File: config.mk
export PLATFORM = sky130hd
export DESIGN_NAME = i2s_transmitter_flat
export DESIGN_NICKNAME = d
export VERILOG_FILES = /design/src/rtl/audio_pkg.sv /design/src/rtl/i2s_transmitter_if.sv /design/src/rtl/i2s_clock_gen.sv /design/src/rtl/i2s_transmitter.sv /design/src/flat_wrapper.sv
export SDC_FILE = /design/constraint.sdc
export NUM_CORES = 1
export LEC_CHECK = 0
export CORE_UTILIZATION = 40
export CTS_CLUSTER_DIAMETER = 150
export DETAILED_ROUTE_END_ITERATION = 12
export SYNTH_ARGS = -nofsm -noshare
export SYNTH_HDL_FRONTEND = slang
export SYNTH_SLANG_ARGS = --single-unit
File: constraint.sdc
create_clock -name clk -period 5.1 [get_ports clk]
set_clock_uncertainty 0.2 [all_clocks]
set_input_delay 0.765 -clock clk [delete_from_list [all_inputs] [get_ports clk]]
set_output_delay 0.765 -clock clk [all_outputs]
set_load 0.02 [all_outputs]
File: src/rtl/audio_pkg.sv
// Shared audio types and default constants for the effects chain.
// Contents:
//   sample_t              signed 16-bit channel sample
//   stereo_t              packed {left, right} pair
//   DEFAULT_SAMPLE_WIDTH  bits per channel sample
//   DEFAULT_SLOT_WIDTH    BCLK periods per I2S channel slot
//   DEFAULT_BCLK_DIV      system clocks per BCLK half-period
package audio_pkg;

  localparam int DEFAULT_SAMPLE_WIDTH = 16;
  localparam int DEFAULT_SLOT_WIDTH   = 32;
  localparam int DEFAULT_BCLK_DIV     = 4;

  typedef logic signed [DEFAULT_SAMPLE_WIDTH-1:0] sample_t;

  typedef struct packed {
    sample_t left;
    sample_t right;
  } stereo_t;

endpackage

File: src/rtl/i2s_transmitter_if.sv
// Sample handshake between the effects chain and the I2S transmitter.
//
// Handshake: a pair transfers on every rising clk edge where sampleValid and
// sampleReady are both high. While sampleValid is high and sampleReady is low,
// the source holds leftSampleIn/rightSampleIn stable. sampleReady does not
// depend on sampleValid in the same cycle.
//
// Signals:
//   leftSampleIn   signed left sample   (master -> slave)
//   rightSampleIn  signed right sample  (master -> slave)
//   sampleValid    pair valid           (master -> slave)
//   sampleReady    holding reg empty    (slave -> master)
interface i2s_transmitter_if
  import audio_pkg::*;
#(
  parameter int SAMPLE_WIDTH = DEFAULT_SAMPLE_WIDTH
);

  logic signed [SAMPLE_WIDTH-1:0] leftSampleIn;
  logic signed [SAMPLE_WIDTH-1:0] rightSampleIn;
  logic                           sampleValid;
  logic                           sampleReady;

  modport master (
    output leftSampleIn,
    output rightSampleIn,
    output sampleValid,
    input  sampleReady
  );

  modport slave (
    input  leftSampleIn,
    input  rightSampleIn,
    input  sampleValid,
    output sampleReady
  );

endinterface

File: src/rtl/i2s_clock_gen.sv
// BCLK divider and frame bit counter for the I2S transmitter.
// Ports:
//   clk, rst_n      system clock, async active-low reset
//   bclk_o          bit clock (registered)
//   lrclk_o         word select, 0 = left, 1 = right (registered)
//   fall_event_o    high in the clk cycle whose edge drives bclk 1 -> 0
//   slot_bit_o      position inside the slot that the coming fall enters
//   right_slot_o    the coming fall enters the right slot
//   frame_wrap_o    the coming fall wraps the bit counter to 0
// The slot outputs describe the counter value *after* the fall event so the
// top level can register sdata on the same edge that advances the counter.
module i2s_clock_gen #(
  parameter int SLOT_WIDTH = 32,
  parameter int BCLK_DIV   = 4
) (
  input  logic                          clk,
  input  logic                          rst_n,
  output logic                          bclk_o,
  output logic                          lrclk_o,
  output logic                          fall_event_o,
  output logic [$clog2(SLOT_WIDTH)-1:0] slot_bit_o,
  output logic                          right_slot_o,
  output logic                          frame_wrap_o
);

  localparam int DW = (BCLK_DIV > 1) ? $clog2(BCLK_DIV) : 1;
  localparam int BW = $clog2(2 * SLOT_WIDTH);
  localparam int KW = $clog2(SLOT_WIDTH);

  localparam logic [DW-1:0] DIV_LAST = DW'(BCLK_DIV - 1);
  localparam logic [BW-1:0] BIT_LAST = BW'(2 * SLOT_WIDTH - 1);
  localparam logic [BW-1:0] SLOT     = BW'(SLOT_WIDTH);

  logic [DW-1:0] div_q, div_d;
  logic          bclk_q, bclk_d;
  logic [BW-1:0] bit_q, bit_d;
  logic          lrclk_q, lrclk_d;

  logic          div_end;
  logic          fall;
  logic [BW-1:0] bit_next;
  logic          right_next;

  always_comb begin
    div_end    = (div_q == DIV_LAST);
    div_d      = div_end ? '0 : div_q + DW'(1);
    bclk_d     = div_end ? ~bclk_q : bclk_q;
    fall       = div_end & bclk_q;

    bit_next   = (bit_q == BIT_LAST) ? '0 : bit_q + BW'(1);
    right_next = (bit_next >= SLOT);

    bit_d      = fall ? bit_next : bit_q;
    lrclk_d    = fall ? right_next : lrclk_q;
  end

  always_ff @(posedge clk or negedge rst_n) begin
    if (!rst_n) begin
      div_q   <= '0;
      bclk_q  <= 1'b0;
      bit_q   <= BIT_LAST;
      lrclk_q <= 1'b0;
    end else begin
      div_q   <= div_d;
      bclk_q  <= bclk_d;
      bit_q   <= bit_d;
      lrclk_q <= lrclk_d;
    end
  end

  assign bclk_o       = bclk_q;
  assign lrclk_o      = lrclk_q;
  assign fall_event_o = fall;
  assign right_slot_o = right_next;
  assign frame_wrap_o = (bit_next == '0);
  assign slot_bit_o   = right_next ? KW'(bit_next - SLOT) : KW'(bit_next);

endmodule

File: src/rtl/i2s_transmitter.sv
// Philips I2S transmitter with a one-frame holding buffer.
// Ports:
//   clk, rst_n   system clock, async active-low reset
//   smp          sample handshake (slave side): leftSampleIn, rightSampleIn,
//                sampleValid in; sampleReady out (= holding register empty)
//   bclk         I2S bit clock
//   lrclk        I2S word select, 0 = left, 1 = right
//   sdata        I2S serial data, MSB first, one BCLK after the lrclk change
//   frameStart   one-clk pulse when a frame is loaded into the shifter
//   underrun     one-clk pulse when a frame load finds the holding reg empty
// Samples are sent bit-exact, MSB-justified in each slot; remaining slot
// bits are zero. On an underrun the previous pair is sent again.
module i2s_transmitter
  import audio_pkg::*;
#(
  parameter int SAMPLE_WIDTH = DEFAULT_SAMPLE_WIDTH,
  parameter int SLOT_WIDTH   = DEFAULT_SLOT_WIDTH,
  parameter int BCLK_DIV     = DEFAULT_BCLK_DIV
) (
  input  logic              clk,
  input  logic              rst_n,
  i2s_transmitter_if.slave  smp,
  output logic              bclk,
  output logic              lrclk,
  output logic              sdata,
  output logic              frameStart,
  output logic              underrun
);

  localparam int KW = $clog2(SLOT_WIDTH);
  localparam logic [KW-1:0] SW_K = KW'(SAMPLE_WIDTH);

  logic          fall_event;
  logic [KW-1:0] slot_bit;
  logic          right_slot;
  logic          frame_wrap;

  i2s_clock_gen #(
    .SLOT_WIDTH (SLOT_WIDTH),
    .BCLK_DIV   (BCLK_DIV)
  ) u_clock_gen (
    .clk          (clk),
    .rst_n        (rst_n),
    .bclk_o       (bclk),
    .lrclk_o      (lrclk),
    .fall_event_o (fall_event),
    .slot_bit_o   (slot_bit),
    .right_slot_o (right_slot),
    .frame_wrap_o (frame_wrap)
  );

  logic                    hold_full_q, hold_full_d;
  logic [SAMPLE_WIDTH-1:0] hold_l_q, hold_l_d, hold_r_q, hold_r_d;
  logic [SAMPLE_WIDTH-1:0] act_l_q, act_l_d, act_r_q, act_r_d;
  logic                    sdata_q, sdata_d;
  logic                    frame_start_q, frame_start_d;
  logic                    underrun_q, underrun_d;

  logic                    accept;
  logic                    load;
  logic [SAMPLE_WIDTH-1:0] word;
  logic [SAMPLE_WIDTH-1:0] shifted;

  always_comb begin
    accept        = smp.sampleValid & ~hold_full_q;
    load          = fall_event & frame_wrap;

    hold_full_d   = hold_full_q;
    hold_l_d      = hold_l_q;
    hold_r_d      = hold_r_q;
    act_l_d       = act_l_q;
    act_r_d       = act_r_q;
    sdata_d       = sdata_q;
    frame_start_d = 1'b0;
    underrun_d    = 1'b0;

    if (load) begin
      frame_start_d = 1'b1;
      if (hold_full_q) begin
        act_l_d     = hold_l_q;
        act_r_d     = hold_r_q;
        hold_full_d = 1'b0;
      end else begin
        underrun_d  = 1'b1;
      end
    end

    // Accept only happens while holding is empty, so it never races a
    // full-holding load; with an empty-holding load it fills for next frame.
    if (accept) begin
      hold_l_d    = smp.leftSampleIn;
      hold_r_d    = smp.rightSampleIn;
      hold_full_d = 1'b1;
    end

    // Slot position k (1..SAMPLE_WIDTH) sends bit SAMPLE_WIDTH-k: shifting
    // left by k-1 brings that bit to the MSB.
    word    = right_slot ? act_r_q : act_l_q;
    shifted = word << (slot_bit - KW'(1));
    if (fall_event) begin
      sdata_d = (slot_bit != '0) && (slot_bit <= SW_K) ? shifted[SAMPLE_WIDTH-1] : 1'b0;
    end
  end

  always_ff @(posedge clk or negedge rst_n) begin
    if (!rst_n) begin
      hold_full_q   <= 1'b0;
      hold_l_q      <= '0;
      hold_r_q      <= '0;
      act_l_q       <= '0;
      act_r_q       <= '0;
      sdata_q       <= 1'b0;
      frame_start_q <= 1'b0;
      underrun_q    <= 1'b0;
    end else begin
      hold_full_q   <= hold_full_d;
      hold_l_q      <= hold_l_d;
      hold_r_q      <= hold_r_d;
      act_l_q       <= act_l_d;
      act_r_q       <= act_r_d;
      sdata_q       <= sdata_d;
      frame_start_q <= frame_start_d;
      underrun_q    <= underrun_d;
    end
  end

  assign smp.sampleReady = ~hold_full_q;
  assign sdata           = sdata_q;
  assign frameStart      = frame_start_q;
  assign underrun        = underrun_q;

endmodule

File: src/flat_wrapper.sv
// flat-port wrapper written by rule: the top's interface ports become plain ports
module i2s_transmitter_flat import audio_pkg::*;
#(
  parameter int SAMPLE_WIDTH = DEFAULT_SAMPLE_WIDTH,
  parameter int SLOT_WIDTH   = DEFAULT_SLOT_WIDTH,
  parameter int BCLK_DIV     = DEFAULT_BCLK_DIV
)
  (clk, rst_n, bclk, lrclk, sdata, frameStart, underrun, smp_leftSampleIn, smp_rightSampleIn, smp_sampleValid, smp_sampleReady);
  i2s_transmitter_if #(.SAMPLE_WIDTH(SAMPLE_WIDTH)) smp_i ();
  input  logic clk;
  input  logic rst_n;
  output logic bclk;
  output logic lrclk;
  output logic sdata;
  output logic frameStart;
  output logic underrun;
  input wire logic [$bits(smp_i.leftSampleIn)-1:0] smp_leftSampleIn;
  input wire logic [$bits(smp_i.rightSampleIn)-1:0] smp_rightSampleIn;
  input wire logic [$bits(smp_i.sampleValid)-1:0] smp_sampleValid;
  output wire logic [$bits(smp_i.sampleReady)-1:0] smp_sampleReady;
  assign smp_i.leftSampleIn = smp_leftSampleIn;
  assign smp_i.rightSampleIn = smp_rightSampleIn;
  assign smp_i.sampleValid = smp_sampleValid;
  assign smp_sampleReady = smp_i.sampleReady;
  i2s_transmitter #(.SAMPLE_WIDTH(SAMPLE_WIDTH), .SLOT_WIDTH(SLOT_WIDTH), .BCLK_DIV(BCLK_DIV)) u_core (.clk(clk), .rst_n(rst_n), .smp(smp_i), .bclk(bclk), .lrclk(lrclk), .sdata(sdata), .frameStart(frameStart), .underrun(underrun));
endmodule
## After elaboration in Yosys (flattened, before gate mapping)

Cells that the tools add are included.

| cells by class | value |
|---|---|
| $add $sub $neg | 4 |
| multiply operators | 0 |
| div/mod/pow operators | 0 |
| $lt $le $gt $ge | 2 |
| equality and inequality tests | 2 |
| shift-type cells | 1 |
| mux-type cells | 10 |
| bitwise gates (word level) | 5 |
| reduce and logical (&&, ||, !) cells | 5 |

Operators by type and width:

| cell | number |
|---|---|
| 16-bit two-way mux | 1 |
| 16-bit by 5-bit left shift with 16-bit output | 1 |
| 5-bit by 1-bit subtractor with 5-bit output, second input constant | 2 |
| 6-bit by 1-bit adder with 6-bit output, second input constant | 1 |
| 6-bit equality test, second input constant | 1 |
| 6-bit >= comparator, second input constant | 1 |
| 6-bit logical NOT | 1 |
| 1-bit two-way mux | 6 |
| 6-bit two-way mux | 1 |
| 5-bit less-or-equal comparator, second input constant | 1 |
| 5-bit two-way mux | 1 |
| 5-bit nonzero test | 1 |
| 1-bit AND | 3 |
| 2-bit by 1-bit adder with 2-bit output, second input constant | 1 |
| 2-bit equality test, second input constant | 1 |
| 2-bit two-way mux | 1 |
| 1-bit NOT | 2 |
| 2-bit AND reduction | 1 |
| 2-bit nonzero test | 1 |
| 1-bit logical AND | 1 |

| word-level totals | value |
|---|---|
| bits in registers | 78 |
| latch bits | 0 |
| RAM bits | 0 |
| bits in read-only memories | 0 |
| input port bits | 35 |
| word-level logic and storage cells | 41 |
| memories kept | 0 |

## Longest topological paths before layout

Gate-level depths: netlist (run 1).

| depth | value |
|---|---|
| depth in word-level cells | 7 |
| depth in mapped cells | 11 |

## By module

A second synthesis (run 1) with hierarchy kept.

| second synthesis, totals | value |
|---|---|
| cell total of the unflattened synthesis | 240 |
| area, all modules | 3,482.1 µm² |

By module, submodules not included:

| module | instances | cells an instance | area an instance (µm²) |
|---|---|---|---|
| i2s_transmitter | 1 | 179 | 2,880.3 |
| i2s_clock_gen | 1 | 61 | 601.8 |

## Worst setup path after synthesis (run 1)

No wires, ideal clock.

| timing path | value |
|---|---|
| kind | register to register |
| from | register u_core.u_clock_gen.bit_q[0] |
| to | register u_core.sdata_q (netlist: u_core.sdata) |
| arrival time | 2.276 ns |
| required time | 4.804 ns |
| path slack | 2.529 ns |
| cell stages (with the launch flop) | 11 |
| buffers on the path | 2 |
| clock period less this slack | 2.571 ns |
| path through | dfstp_2 -> ha_1 -> buf_2 -> a21oi_1 -> o21ai_2 -> o31a_1 -> buf_6 -> mux4_2 -> o221ai_2 -> a221oi_2 -> a311oi_2 |

| between the ends | value |
|---|---|
| word-level cells in the longest chain between the ends | 7 |

RTL lines:

| what | line | source |
|---|---|---|
| start: declaration | i2s_clock_gen.sv:36 | `logic [BW-1:0] bit_q, bit_d;` |
| start signal: assignment | i2s_clock_gen.sv:66 | `bit_q <= bit_d;` |
| 6-bit by 1-bit adder with 6-bit output / 6-bit equality test (equally long branches) | i2s_clock_gen.sv:50 | `bit_next = (bit_q == BIT_LAST) ? '0 : bit_q + BW'(1);` |
| 6-bit two-way mux * | i2s_clock_gen.sv:50 |  |
| 5-bit by 1-bit subtractor with 5-bit output / 6-bit >= comparator (equally long branches) | i2s_clock_gen.sv:76, i2s_clock_gen.sv:51 |  |
| 5-bit two-way mux | i2s_clock_gen.sv:76 | `assign slot_bit_o = right_next ? KW'(bit_next - SLOT) : KW'(bit_next);` |
| 5-bit by 1-bit subtractor with 5-bit output (tied with other cells) | i2s_transmitter.sv:99 | `shifted = word << (slot_bit - KW'(1));` |
| 16-bit by 5-bit left shift with 16-bit output / 1-bit logical AND (equally long branches) | i2s_transmitter.sv:99, i2s_transmitter.sv:101 |  |
| 1-bit two-way mux * | i2s_transmitter.sv:101 | `sdata_d = (slot_bit != '0) && (slot_bit <= SW_K) ? shifted[SAMPLE_WIDTH-1] : 1'b0;` |
| end signal: assignment | i2s_transmitter.sv:121 | `sdata_q <= sdata_d;` |
| end: declaration | i2s_transmitter.sv:55 | `logic sdata_q, sdata_d;` |

Mark *: on every way between the ends. The rest lies on a longest branch, timed or not.
A chain may end at the register's enable or synchronous reset.

## Worst setup path in the final report (run 1)

| timing path | value |
|---|---|
| from | register u_core.u_clock_gen.bit_q[0] |
| to | register u_core.act_r_q[4] |

| between the ends | value |
|---|---|
| word-level cells in the longest chain between the ends | 5 |

RTL lines:

| what | line | source |
|---|---|---|
| 6-bit by 1-bit adder with 6-bit output / 6-bit equality test (equally long branches) | i2s_clock_gen.sv:50 |  |
| 6-bit two-way mux * | i2s_clock_gen.sv:50 |  |
| 6-bit logical NOT * | i2s_clock_gen.sv:75 | `assign frame_wrap_o = (bit_next == '0);` |
| 1-bit AND * | i2s_transmitter.sv:66 | `load = fall_event & frame_wrap;` |
| 2-bit AND reduction (no line) * | n/a |  |
| end signal: assignment | i2s_transmitter.sv:120 | `act_r_q <= act_r_d;` |
| end: declaration | i2s_transmitter.sv:54 | `logic [SAMPLE_WIDTH-1:0] act_l_q, act_l_d, act_r_q, act_r_d;` |

Marks and branches as above.

==> results of run 1 <==
per-layer routing:
layer / part of all wire / global-route usage / up-vias
met5: 0 / 0 / -
met4: 0.012 / 0.0540 / 0
met3: 0.031 / 0.0325 / 10
met2: 0.47 / 0.236 / 38
met1: 0.49 / 0.207 / 1052
li1: - / - / 1014
state kept, by name (all words and copies together) (netlist names):
signal and count:
u_core.sdata 1, u_core.u_clock_gen.bclk_o 1, u_core.hold_full_q 1, u_core.u_clock_gen.bit_q 6, u_core.frameStart 1, u_core.underrun 1
u_core.act_r_q 16, u_core.act_l_q 16, u_core.hold_r_q 16, u_core.hold_l_q 16, u_core.u_clock_gen.lrclk_o 1, u_core.u_clock_gen.div_q 2
power groups by stage:
stage | combinational [W] | sequential, W | clock (W)
after floorplan | 0.0000297 | 0.000675 | 0
after global placement | 0.0000685 | 0.000682 | 0
after detailed placement | 0.0000702 | 0.000682 | 0
after CTS | 0.0000703 | 0.000670 | 0.000578
after global routing | 0.0000763 | 0.000674 | 0.000609
final | 0.0000682 | 0.000669 | 0.000565
layout make-up:
class / count / area (µm²)
Clock buffer: 13 / 159
Inverter: 3 / 11.3
Multi-Input combinational cell: 168 / 1530
Clock inverter: 3 / 90.1
Fill cell: 760 / 4420
Timing Repair Buffer: 42 / 413
Tap cell: 108 / 135
Sequential cell: 78 / 1960
critical path: stages (launching register included):
cell                      delay [ps]
sky130_fd_sc_hd__dfstp_2         630
sky130_fd_sc_hd__ha_1            350
sky130_fd_sc_hd__a21oi_1          90
sky130_fd_sc_hd__o21ai_2         230
sky130_fd_sc_hd__o31a_1          450
sky130_fd_sc_hd__nand2_2         130
sky130_fd_sc_hd__nor2_4          130
sky130_fd_sc_hd__nand2_4         320
sky130_fd_sc_hd__mux2_4          420
cell families (layout without fill, tap and decap cells):
| family | Yosys count | after routing |
|---|---|---|
| adders and majority gates | 3 | 3 |
| DFF | 78 | 78 |
| muxes | 70 | 70 |
| buffers and inverters | 18 | 61 |
| AOI/OAI and AO/OA | 35 | 35 |
| and+or+nand+nor | 54 | 54 |
| xor gates and xnor gates | 6 | 6 |
worst max path at each step:
stage	endpoint	slack, ps
final	u_core.act_r_q[4]	2000
after global routing	u_core.act_r_q[0]	1750
after CTS	u_core.act_l_q[10]	1970
after detailed placement	u_core.act_l_q[10]	1990
after global placement	u_core.act_l_q[12]	2090
after floorplan	u_core.sdata	2530
cells in the final DEF, fill, tap and decap left out, types with 2 or more instances in the layout:
| cell | instances |
|---|---|
| sky130_fd_sc_hd__clkdlybuf4s50_1 | 39 |
| sky130_fd_sc_hd__nor3_1 | 3 |
| sky130_fd_sc_hd__bufinv_16 | 3 |
| sky130_fd_sc_hd__a21oi_1 | 5 |
| sky130_fd_sc_hd__xor2_1 | 2 |
| sky130_fd_sc_hd__mux2i_1 | 5 |
| sky130_fd_sc_hd__nand2_1 | 26 |
| sky130_fd_sc_hd__mux2_4 | 29 |
| sky130_fd_sc_hd__ha_1 | 3 |
| sky130_fd_sc_hd__mux2_2 | 35 |
| sky130_fd_sc_hd__nand2_2 | 2 |
| sky130_fd_sc_hd__a221oi_1 | 4 |
| sky130_fd_sc_hd__a31oi_1 | 2 |
| sky130_fd_sc_hd__nand3_1 | 3 |
| sky130_fd_sc_hd__dfstp_2 | 6 |
| sky130_fd_sc_hd__clkbuf_8 | 11 |
| sky130_fd_sc_hd__dfrtp_1 | 72 |
| sky130_fd_sc_hd__o21ai_0 | 5 |
| sky130_fd_sc_hd__o21a_1 | 3 |
| sky130_fd_sc_hd__xnor2_1 | 4 |
| sky130_fd_sc_hd__inv_1 | 3 |
| sky130_fd_sc_hd__buf_4 | 3 |
| sky130_fd_sc_hd__nor2_1 | 10 |
| sky130_fd_sc_hd__clkbuf_1 | 2 |
per-stage QoR:
step	util	instance area (µm²)	setup WS, ps	power, W	std cells
5_1_grt	0.493	4300	1750	0.00136	415
3_5_place_dp	0.464	4050	1990	0.000753	399
6_report	0.493	4300	2000	0.00130	415
3_3_place_gp	0.464	4050	2090	0.000750	399
2_1_floorplan	-	3590	2530	0.000704	264
4_1_cts	0.493	4300	1970	0.00132	415
==> metrics.txt, run 1 <==
# TYPE chip_impl_metric gauge
chip_impl_metric{name="htree_levels",unit=""} 3
chip_impl_info{name="synth.cells.most_frequent",value="72 x sky130_fd_sc_hd__dfrtp_1, 35 x sky130_fd_sc_hd__mux2_2, 29 x sky130_fd_sc_hd__mux2_4"} 1
chip_impl_metric{name="count_of_mapped_cells_out_of_synthesis",unit=""} 264
chip_impl_metric{name="place.detailed.hpwl",unit="µm"} 4430
chip_impl_metric{name="wl_per_cell",unit="µm"} 15.5
chip_impl_metric{name="grt_usage",unit=""} 0.151
chip_impl_metric{name="fmaxAchievable",unit="GHz"} 0.323
chip_impl_info{name="worstSetupStartpoint",value="u_core.u_clock_gen.bit_q[0]"} 1
chip_impl_metric{name="p_comb_frac",unit=""} 0.052
chip_impl_metric{name="ctsLongestPathBuffers",unit=""} 2
chip_impl_metric{name="synth_xor_area_frac",unit=""} 0.0146
chip_impl_info{name="grt_setup_unrepaired",value="no"} 1
chip_impl_metric{name="start_util",unit=""} 0.412
chip_impl_metric{name="synth_compound_area_frac",unit=""} 0.0763
chip_impl_metric{name="synthMuxAreaShare",unit=""} 0.251
chip_impl_metric{name="seq_power_share",unit=""} 0.514
chip_impl_metric{name="globalRouteOverflowTotal",unit=""} 0
chip_impl_info{name="crit_path_start_kind",value="flop"} 1
chip_impl_info{name="largest_family_of_logic_cells_by_synthesized_area",value="multiplexers"} 1
chip_impl_metric{name="ctsHoldBuffers",unit=""} 0
chip_impl_metric{name="die_w",unit="µm"} 96.8
chip_impl_metric{name="max-vdd-ir-drop",unit="mV"} 0.125
chip_impl_metric{name="cts.reportedPaths.clkPinSlew",unit="ps"} 70
chip_impl_metric{name="rows",unit=""} 34
chip_impl_metric{name="finalWeightedCongestion",unit=""} 0.783
chip_impl_metric{name="postRouteAntennaNets",unit=""} 0
chip_impl_metric{name="p_per_area",unit="nW/µm²"} 303
chip_impl_metric{name="max-slew-margin-rel",unit=""} 0.355
chip_impl_metric{name="via_per_inst",unit=""} 5.09
chip_impl_metric{name="cellInternalPower",unit="W"} 0.00105
chip_impl_metric{name="design.die.area",unit="µm²"} 9360
chip_impl_metric{name="synth_enable_flop_cells",unit=""} 0
chip_impl_metric{name="synthesis.yosys.warnings",unit=""} 0
chip_impl_metric{name="grt_start_max_net_pins",unit=""} 79
chip_impl_info{name="critical_path.endpoint_type",value="flop"} 1
chip_impl_metric{name="timing.max_cap.violations",unit=""} 0
chip_impl_metric{name="first_pass_iters",unit=""} 4
chip_impl_metric{name="detailedRoute.firstIterationViolations",unit=""} 98
chip_impl_metric{name="drv_slew",unit=""} 0
chip_impl_info{name="whs_endpoint",value="u_core.u_clock_gen.div_q[0]"} 1
chip_impl_metric{name="post_synth_and_or_nand_nor_area_fraction",unit=""} 0.0724
chip_impl_metric{name="final.hold.worst_slack",unit="ps"} 233
chip_impl_info{name="dominantRegCellSynth",value="sky130_fd_sc_hd__dfrtp_1"} 1
chip_impl_metric{name="ys_ff_latch",unit=""} 78
chip_impl_metric{name="yosys.area.top_type_share",unit=""} 0.502
chip_impl_info{name="tritoncts",value="done"} 1
chip_impl_info{name="min_path_type",value="flop to flop"} 1
chip_impl_metric{name="cts_num_sinks",unit=""} 78
chip_impl_metric{name="finalHoldViolations",unit=""} 0
chip_impl_metric{name="net_count_after_synthesis",unit=""} 302
chip_impl_metric{name="postSynth.asyncResetShare",unit=""} 1.00
chip_impl_metric{name="drt_wl_total",unit="µm"} 6440
chip_impl_metric{name="initial_antenna_violation_count",unit=""} 0
chip_impl_metric{name="avgSynthCellArea",unit="µm²"} 13.6
chip_impl_metric{name="synth.distinct_cells",unit=""} 50
chip_impl_metric{name="fin_crit_sh",unit=""} 0.607
chip_impl_metric{name="wire_length_of_the_first_global_routing_pass",unit="µm"} 11400
chip_impl_metric{name="clock_latency",unit="ps"} 340
chip_impl_info{name="worst_r2r_endpoint",value="u_core.act_r_q[4]"} 1
chip_impl_metric{name="diode_count",unit=""} 0
chip_impl_metric{name="tritoncts.num_buffers",unit=""} 9
chip_impl_metric{name="tightest_slew",unit="ps"} 968
chip_impl_metric{name="timing.critical_path.required",unit="ps"} 5120
chip_impl_info{name="synth.top_cells.by_area",value="sky130_fd_sc_hd__dfrtp_1 50%, sky130_fd_sc_hd__mux2_4 12%, sky130_fd_sc_hd__mux2_2 11%"} 1
chip_impl_metric{name="io_pins",unit=""} 41
chip_impl_metric{name="post_synth_fa_ha_maj_area_fraction",unit=""} 0.0104
chip_impl_metric{name="rrSetupSlack",unit="ps"} 2000
chip_impl_metric{name="crit_path_max_fanout",unit=""} 33
chip_impl_metric{name="final.min_clock_period",unit="ps"} 3100
chip_impl_info{name="setup.worst_path.class",value="flop to flop"} 1
chip_impl_metric{name="routed-via-count",unit=""} 2114
chip_impl_metric{name="total_switching_power",unit="W"} 0.000252
chip_impl_info{name="clock_tree.root_cell",value="sky130_fd_sc_hd__clkbuf_8"} 1
chip_impl_metric{name="critical_path_arrival",unit="ps"} 3120
chip_impl_metric{name="postCtsResizedCells",unit=""} 0
chip_impl_metric{name="dieHeight",unit="µm"} 96.8
chip_impl_info{name="status",value="completed"} 1
chip_impl_info{name="min_from",value="u_core.u_clock_gen.div_q[0]"} 1
chip_impl_metric{name="reg2regPathDepth",unit=""} 8
chip_impl_metric{name="totalNegativeSetupSlack",unit="ps"} 0
chip_impl_metric{name="setup_violations",unit=""} 0
chip_impl_info{name="synthDominantAreaCellType",value="sky130_fd_sc_hd__dfrtp_1"} 1
chip_impl_metric{name="portion_of_the_post_synthesis_area_used_by_sequential_elements",unit=""} 0.545
chip_impl_metric{name="core_area",unit="µm²"} 8720
chip_impl_metric{name="number_of_global_route_vias_before_repair",unit=""} 2316
chip_impl_info{name="beginning_of_the_worst_register_to_register_path",value="u_core.u_clock_gen.bit_q[0]"} 1
chip_impl_metric{name="drt_drc_violations_left",unit=""} 0
chip_impl_metric{name="leakage",unit="nW"} 1.94
chip_impl_metric{name="post-cts-setup-buffer-count",unit=""} 0
chip_impl_metric{name="final_stage_net_count",unit=""} 340
chip_impl_metric{name="fraction_of_final_layout_cells_sized_beyond_drive_strength_1",unit=""} 0.329
chip_impl_metric{name="switching_share",unit=""} 0.193
chip_impl_metric{name="area.growth.synth_to_final",unit="%"} 19.6
chip_impl_metric{name="pwr-share-clk",unit=""} 0.434
chip_impl_metric{name="syn_area",unit="µm²"} 3590
chip_impl_metric{name="io_buffer_count",unit=""} 40
chip_impl_metric{name="min_delay_path_depth",unit=""} 1
chip_impl_info{name="synth_most_common_cell",value="sky130_fd_sc_hd__dfrtp_1"} 1
Power figures use the tool's default switching activity.
==> run 2: changes to the inputs <==
Clock period 5.1 ns to 2.9 ns, I/O delays scaled along.
==> metrics.txt, run 2 (synthesized netlist as in run 1, its figures left out) <==
# TYPE chip_impl_metric gauge
chip_impl_metric{name="ctsLongestPathBuffers",unit=""} 2
chip_impl_metric{name="rows",unit=""} 34
chip_impl_metric{name="drt_wl_total",unit="µm"} 6480
chip_impl_metric{name="final.hold.worst_slack",unit="ps"} 16.2
chip_impl_info{name="setup.worst_path.class",value="flop to flop"} 1
chip_impl_metric{name="nFillCells",unit=""} 759
chip_impl_metric{name="final_stage_net_count",unit=""} 344
chip_impl_metric{name="max-slew-margin-rel",unit=""} 0.367
chip_impl_metric{name="globalRouteOverflowTotal",unit=""} 0
chip_impl_metric{name="postCtsResizedCells",unit=""} 0
chip_impl_info{name="layout_common_cells",value="72 x sky130_fd_sc_hd__dfrtp_1, 39 x sky130_fd_sc_hd__clkdlybuf4s50_1, 35 x sky130_fd_sc_hd__mux2_2"} 1
chip_impl_metric{name="tritoncts.num_buffers",unit=""} 9
chip_impl_metric{name="final.min_clock_period",unit="ps"} 2620
chip_impl_metric{name="ctsHoldBuffers",unit=""} 0
chip_impl_metric{name="first_pass_iters",unit=""} 4
chip_impl_metric{name="finalHoldViolations",unit=""} 0
chip_impl_metric{name="via_per_inst",unit=""} 5.14
chip_impl_metric{name="wire_length_of_the_first_global_routing_pass",unit="µm"} 10900
chip_impl_metric{name="io_pins",unit=""} 41
chip_impl_info{name="min_path_type",value="input pin to async pin"} 1
chip_impl_metric{name="totalNegativeSetupSlack",unit="ps"} 0
chip_impl_metric{name="route.layer.met1.wl",unit="µm"} 3070
chip_impl_metric{name="post-route-util",unit=""} 0.491
chip_impl_metric{name="io_buffer_count",unit=""} 40
chip_impl_metric{name="postRouteAntennaNets",unit=""} 0
chip_impl_info{name="grt_setup_unrepaired",value="no"} 1
chip_impl_metric{name="setup_violations",unit=""} 0
chip_impl_metric{name="routed-via-count",unit=""} 2152
chip_impl_metric{name="reg2regPathDepth",unit=""} 8
chip_impl_metric{name="place.detailed.hpwl",unit="µm"} 4450
chip_impl_metric{name="cts.reportedPaths.clkPinSlew",unit="ps"} 70
chip_impl_metric{name="max-vdd-ir-drop",unit="mV"} 0.278
chip_impl_metric{name="crit_path_max_fanout",unit=""} 14
chip_impl_info{name="crit_slowest_cell",value="sky130_fd_sc_hd__dfstp_2"} 1
chip_impl_metric{name="detailedRoute.firstIterationViolations",unit=""} 149
chip_impl_metric{name="die_w",unit="µm"} 96.8
chip_impl_info{name="layout.cells.most_common",value="sky130_fd_sc_hd__dfrtp_1"} 1
chip_impl_info{name="tritoncts",value="done"} 1
chip_impl_metric{name="timing.max_cap.violations",unit=""} 0
chip_impl_info{name="clock_tree.root_cell",value="sky130_fd_sc_hd__clkbuf_8"} 1
chip_impl_info{name="worstPathCellList",value="nand3_2 > o21ai_2 > o31a_1 > buf_4 > nand2_1 > a311oi_1 > o211ai_1 > a311oi_2"} 1
chip_impl_metric{name="timing.critical_path.required",unit="ps"} 2960
chip_impl_metric{name="drv_slew",unit=""} 0
chip_impl_metric{name="p_per_area",unit="nW/µm²"} 472
chip_impl_info{name="critical_path.endpoint_type",value="flop"} 1
chip_impl_metric{name="initial_antenna_violation_count",unit=""} 0
chip_impl_metric{name="fraction_of_final_layout_cells_sized_beyond_drive_strength_1",unit=""} 0.341
chip_impl_metric{name="diode_count",unit=""} 0
chip_impl_metric{name="grt_start_max_net_pins",unit=""} 79
chip_impl_metric{name="tightest_slew",unit="ps"} 950
chip_impl_metric{name="grt_usage",unit=""} 0.149
chip_impl_metric{name="worstPathBufferInverterCount",unit=""} 1
chip_impl_metric{name="dieHeight",unit="µm"} 96.8
chip_impl_metric{name="cts_num_sinks",unit=""} 78
chip_impl_metric{name="area.growth.synth_to_final",unit="%"} 19.1
chip_impl_metric{name="htree_levels",unit=""} 3
chip_impl_metric{name="dpl.cell_count",unit=""} 403
chip_impl_metric{name="critical_path_arrival",unit="ps"} 2680
chip_impl_metric{name="fmaxAchievable",unit="GHz"} 0.382
chip_impl_metric{name="wl_per_cell",unit="µm"} 15.5
chip_impl_info{name="dr.max_layer_used",value="met4"} 1
chip_impl_metric{name="routed-wl-met2",unit="µm"} 2970
chip_impl_metric{name="cp.depth",unit=""} 8
chip_impl_metric{name="start_util",unit=""} 0.412
chip_impl_info{name="worst_r2r_endpoint",value="u_core.sdata"} 1
chip_impl_metric{name="fin_crit_sh",unit=""} 0.904
chip_impl_metric{name="layout.cells.non_filler",unit=""} 419
chip_impl_metric{name="leakage",unit="nW"} 1.92
chip_impl_metric{name="rrSetupSlack",unit="ps"} 280
chip_impl_metric{name="number_of_global_route_vias_before_repair",unit=""} 2158
chip_impl_metric{name="route.met3.wl",unit="µm"} 284
chip_impl_info{name="timing.critical_path.max_delay_family",value="compound AO/OA/AOI/OAI gates"} 1
chip_impl_metric{name="post-cts-setup-buffer-count",unit=""} 0
chip_impl_metric{name="report.power.total",unit="W"} 0.00202
chip_impl_info{name="beginning_of_the_worst_register_to_register_path",value="u_core.u_clock_gen.bit_q[2]"} 1
chip_impl_metric{name="slowest_delay",unit="ps"} 730
chip_impl_metric{name="finalWeightedCongestion",unit=""} 0.844
chip_impl_metric{name="core_area",unit="µm²"} 8720
chip_impl_info{name="crit_path_start_kind",value="flop"} 1
chip_impl_info{name="status",value="completed"} 1
chip_impl_metric{name="design.die.area",unit="µm²"} 9360
chip_impl_metric{name="clock_latency",unit="ps"} 350
chip_impl_metric{name="drt_drc_violations_left",unit=""} 0
## run 2: cell type report
| type | instances | area (µm²) | area share |
|---|---|---|---|
| timing repair buffer | 46 | 468 | 0.109 |
| multi-input combinational | 168 | 1530 | 0.357 |
| sequential | 78 | 1960 | 0.458 |
| clock buffer | 11 | 141 | 0.0330 |
| inverter | 3 | 11.3 | 0.00263 |
| clock inverter | 5 | 35.0 | 0.00819 |
| tap | 108 | 135 | 0.0316 |
## run 2: worst max-delay path by stage
stage	start	to	slack, ps
3_3_place_gp	u_core.u_clock_gen.bit_q[2]	u_core.sdata	370
6_report	u_core.u_clock_gen.bit_q[2]	u_core.sdata	280
5_1_grt	u_core.u_clock_gen.bit_q[0]	u_core.sdata	140
3_5_place_dp	u_core.u_clock_gen.bit_q[0]	u_core.sdata	300
4_1_cts	u_core.u_clock_gen.bit_q[0]	u_core.sdata	280
2_1_floorplan	u_core.u_clock_gen.bit_q[0]	u_core.sdata	330
## run 2: layer usage
layer | track usage | vias up
li1 | - | 1027
met1 | 0.201 | 1065
met2 | 0.225 | 48
met3 | 0.0376 | 12
met4 | 0.0689 | 0
met5 | 0 | -
## run 2: through the flow
step,setup slack (ps),area [µm²]
6_report,279,4280
5_1_grt,140,4280
4_1_cts,276,4280
3_5_place_dp,305,4100
3_3_place_gp,367,4100
2_1_floorplan,329,3590
## run 2: power by group
part / internal [W] / leakage [nW] / total, W / switching [W]
clock network: 0.000332 / 0.0776 / 0.000725 / 0.000393
registers: 0.00115 / 0.997 / 0.00118 / 0.0000308
logic: 0.0000822 / 0.843 / 0.000119 / 0.0000370
## run 2: worst reg2reg max path, delay by kind of cell (launching register included)
| family | cells | cell delay (ps) |
|---|---|---|
| compound gates | 5 | 1190 |
| buf+inv | 1 | 190 |
| flops | 1 | 730 |
| simple gates | 2 | 230 |
==> run 3: changes to the inputs <==
Settings changed: PLACE_DENSITY_LB_ADDON set to 0.12.
==> metrics.txt, run 3 (synthesized netlist as in run 1, its figures left out) <==
# TYPE chip_impl_metric gauge
chip_impl_info{name="status",value="completed"} 1
chip_impl_metric{name="worstPathBufferInverterCount",unit=""} 1
chip_impl_info{name="layout_common_cells",value="72 x sky130_fd_sc_hd__dfrtp_1, 39 x sky130_fd_sc_hd__clkdlybuf4s50_1, 35 x sky130_fd_sc_hd__mux2_2"} 1
chip_impl_metric{name="postRouteAntennaNets",unit=""} 0
chip_impl_metric{name="wl_per_cell",unit="µm"} 15.7
chip_impl_metric{name="finalWeightedCongestion",unit=""} 0.844
chip_impl_metric{name="number_of_global_route_vias_before_repair",unit=""} 2231
chip_impl_metric{name="setup_violations",unit=""} 0
chip_impl_metric{name="grt_start_max_net_pins",unit=""} 79
chip_impl_metric{name="worst_slack",unit="ps"} 211
chip_impl_metric{name="final_stage_net_count",unit=""} 345
chip_impl_metric{name="cts_num_sinks",unit=""} 78
chip_impl_metric{name="ctsLongestPathBuffers",unit=""} 2
chip_impl_metric{name="grt_usage",unit=""} 0.155
chip_impl_metric{name="max-vdd-ir-drop",unit="mV"} 0.244
chip_impl_metric{name="fmaxAchievable",unit="GHz"} 0.372
chip_impl_metric{name="diode_count",unit=""} 0
chip_impl_info{name="clock_tree.root_cell",value="sky130_fd_sc_hd__clkbuf_8"} 1
chip_impl_metric{name="dieHeight",unit="µm"} 96.8
chip_impl_metric{name="cts.reportedPaths.clkPinSlew",unit="ps"} 80
chip_impl_metric{name="timing.critical_path.required",unit="ps"} 2960
chip_impl_info{name="timing.critical_path.max_delay_family",value="flip-flops"} 1
chip_impl_info{name="crit_slowest_cell",value="sky130_fd_sc_hd__dfstp_2"} 1
chip_impl_info{name="min_path_type",value="input pin to async pin"} 1
chip_impl_metric{name="dpl_worst_slack",unit="ps"} 245
chip_impl_metric{name="via_per_inst",unit=""} 5.12
chip_impl_metric{name="p_per_area",unit="nW/µm²"} 496
chip_impl_metric{name="max-slew-margin-rel",unit=""} 0.357
chip_impl_metric{name="drt_wl_total",unit="µm"} 6610
chip_impl_metric{name="critical_path_arrival",unit="ps"} 2750
chip_impl_metric{name="report.power.total",unit="W"} 0.00214
chip_impl_metric{name="wire_length_of_the_first_global_routing_pass",unit="µm"} 11400
chip_impl_metric{name="htree_levels",unit=""} 3
chip_impl_info{name="worstPathCellList",value="ha_1 > buf_4 > and4_1 > a21o_1 > nand2_1 > mux4_2 > o221ai_2 > a221oi_2 > a311oi_2"} 1
chip_impl_metric{name="clock_latency",unit="ps"} 340
chip_impl_info{name="tritoncts",value="done"} 1
chip_impl_metric{name="tightest_slew",unit="ps"} 964
chip_impl_metric{name="area.growth.synth_to_final",unit="%"} 19.9
chip_impl_metric{name="detailedRoute.firstIterationViolations",unit=""} 84
chip_impl_info{name="crit_path_start_kind",value="flop"} 1
chip_impl_metric{name="place.detailed.hpwl",unit="µm"} 4570
chip_impl_metric{name="start_util",unit=""} 0.412
chip_impl_metric{name="fraction_of_final_layout_cells_sized_beyond_drive_strength_1",unit=""} 0.346
chip_impl_metric{name="globalRouteOverflowTotal",unit=""} 0
chip_impl_metric{name="design.die.area",unit="µm²"} 9360
chip_impl_metric{name="routed-via-count",unit=""} 2151
chip_impl_metric{name="timing.max_cap.violations",unit=""} 0
chip_impl_info{name="layout.cells.most_common",value="sky130_fd_sc_hd__dfrtp_1"} 1
chip_impl_metric{name="first_pass_iters",unit=""} 4
chip_impl_metric{name="initial_antenna_violation_count",unit=""} 0
chip_impl_metric{name="fin_crit_sh",unit=""} 0.927
chip_impl_metric{name="core_area",unit="µm²"} 8720
chip_impl_metric{name="fin_area",unit="µm²"} 4310
chip_impl_metric{name="totalNegativeSetupSlack",unit="ps"} 0
chip_impl_metric{name="finalHoldViolations",unit=""} 0
chip_impl_metric{name="tritoncts.num_buffers",unit=""} 9
chip_impl_metric{name="placed_area",unit="µm²"} 4100
chip_impl_metric{name="postCtsResizedCells",unit=""} 0
chip_impl_info{name="grt_setup_unrepaired",value="no"} 1
chip_impl_metric{name="ctsHoldBuffers",unit=""} 0
chip_impl_metric{name="final.hold.worst_slack",unit="ps"} 33.9
chip_impl_metric{name="io_buffer_count",unit=""} 40
chip_impl_metric{name="leakage",unit="nW"} 1.94
chip_impl_metric{name="drt_drc_violations_left",unit=""} 0
chip_impl_metric{name="rows",unit=""} 34
chip_impl_metric{name="die_w",unit="µm"} 96.8
chip_impl_metric{name="slowest_delay",unit="ps"} 630
chip_impl_metric{name="crit_path_max_fanout",unit=""} 9
chip_impl_metric{name="post-cts-setup-buffer-count",unit=""} 0
chip_impl_metric{name="final.min_clock_period",unit="ps"} 2690
chip_impl_info{name="critical_path.endpoint_type",value="flop"} 1
chip_impl_info{name="setup.worst_path.class",value="flop to flop"} 1
chip_impl_metric{name="io_pins",unit=""} 41
chip_impl_metric{name="drv_slew",unit=""} 0
## run 3: cell types whose count changed in the layout (fill, tap and decap cells not counted), sizes merged
cell	delta
buf	+1
clkinvlp	-1
bufinv	+1
## run 3: worst reg2reg max path, cell delays in order, from the launching register on
cell	delay [ps]
sky130_fd_sc_hd__dfstp_2	630
sky130_fd_sc_hd__ha_1	190
sky130_fd_sc_hd__buf_4	160
sky130_fd_sc_hd__and4_1	270
sky130_fd_sc_hd__a21o_1	250
sky130_fd_sc_hd__nand2_1	80
sky130_fd_sc_hd__mux4_2	460
sky130_fd_sc_hd__o221ai_2	90
sky130_fd_sc_hd__a221oi_2	90
sky130_fd_sc_hd__a311oi_2	190
## run 3: cell type report
class,instances,area [µm²]
Sequential cell,78,1960
Tap cell,108,135
Fill cell,802,4410
Clock buffer,11,151
Clock inverter,5,57.6
Inverter,3,11.3
Timing Repair Buffer,47,463
Multi-Input combinational cell,168,1530
## run 3: layer usage
metal	global-route usage	routed length, µm
met1	0.211	3230
met4	0.0517	95
met5	0	0
met3	0.0376	179
met2	0.243	3100
## run 3: worst paths after layout
path / start / end / slack (ps) / cells past startpoint
setup / recovery: u_core.u_clock_gen.bit_q[0] / u_core.sdata / 210 / 9
max in group asynchronous: rst_n / u_core.act_l_q[3] / 1840 / 1
hold reg to reg: u_core.u_clock_gen.div_q[0] / u_core.u_clock_gen.div_q[0] / 230 / 1
hold / removal: rst_n / u_core.frameStart / 30 / 1
min in group clk: u_core.u_clock_gen.div_q[0] / u_core.u_clock_gen.div_q[0] / 230 / 1
setup reg to reg: u_core.u_clock_gen.bit_q[0] / u_core.sdata / 210 / 9
## run 3: report_power, final
| group | internal (W) | switching [W] | total (W) |
|---|---|---|---|
| sequential | 0.00115 | 0.0000303 | 0.00118 |
| combinational | 0.0000822 | 0.0000376 | 0.000120 |
| clock | 0.000443 | 0.000398 | 0.000841 |
## run 3: stage by stage
step | util | instances
4_1_cts | 0.494 | 420
2_1_floorplan | - | 264
6_report | 0.494 | 420
5_1_grt | 0.494 | 420
3_5_place_dp | 0.470 | 404
3_3_place_gp | 0.470 | 404
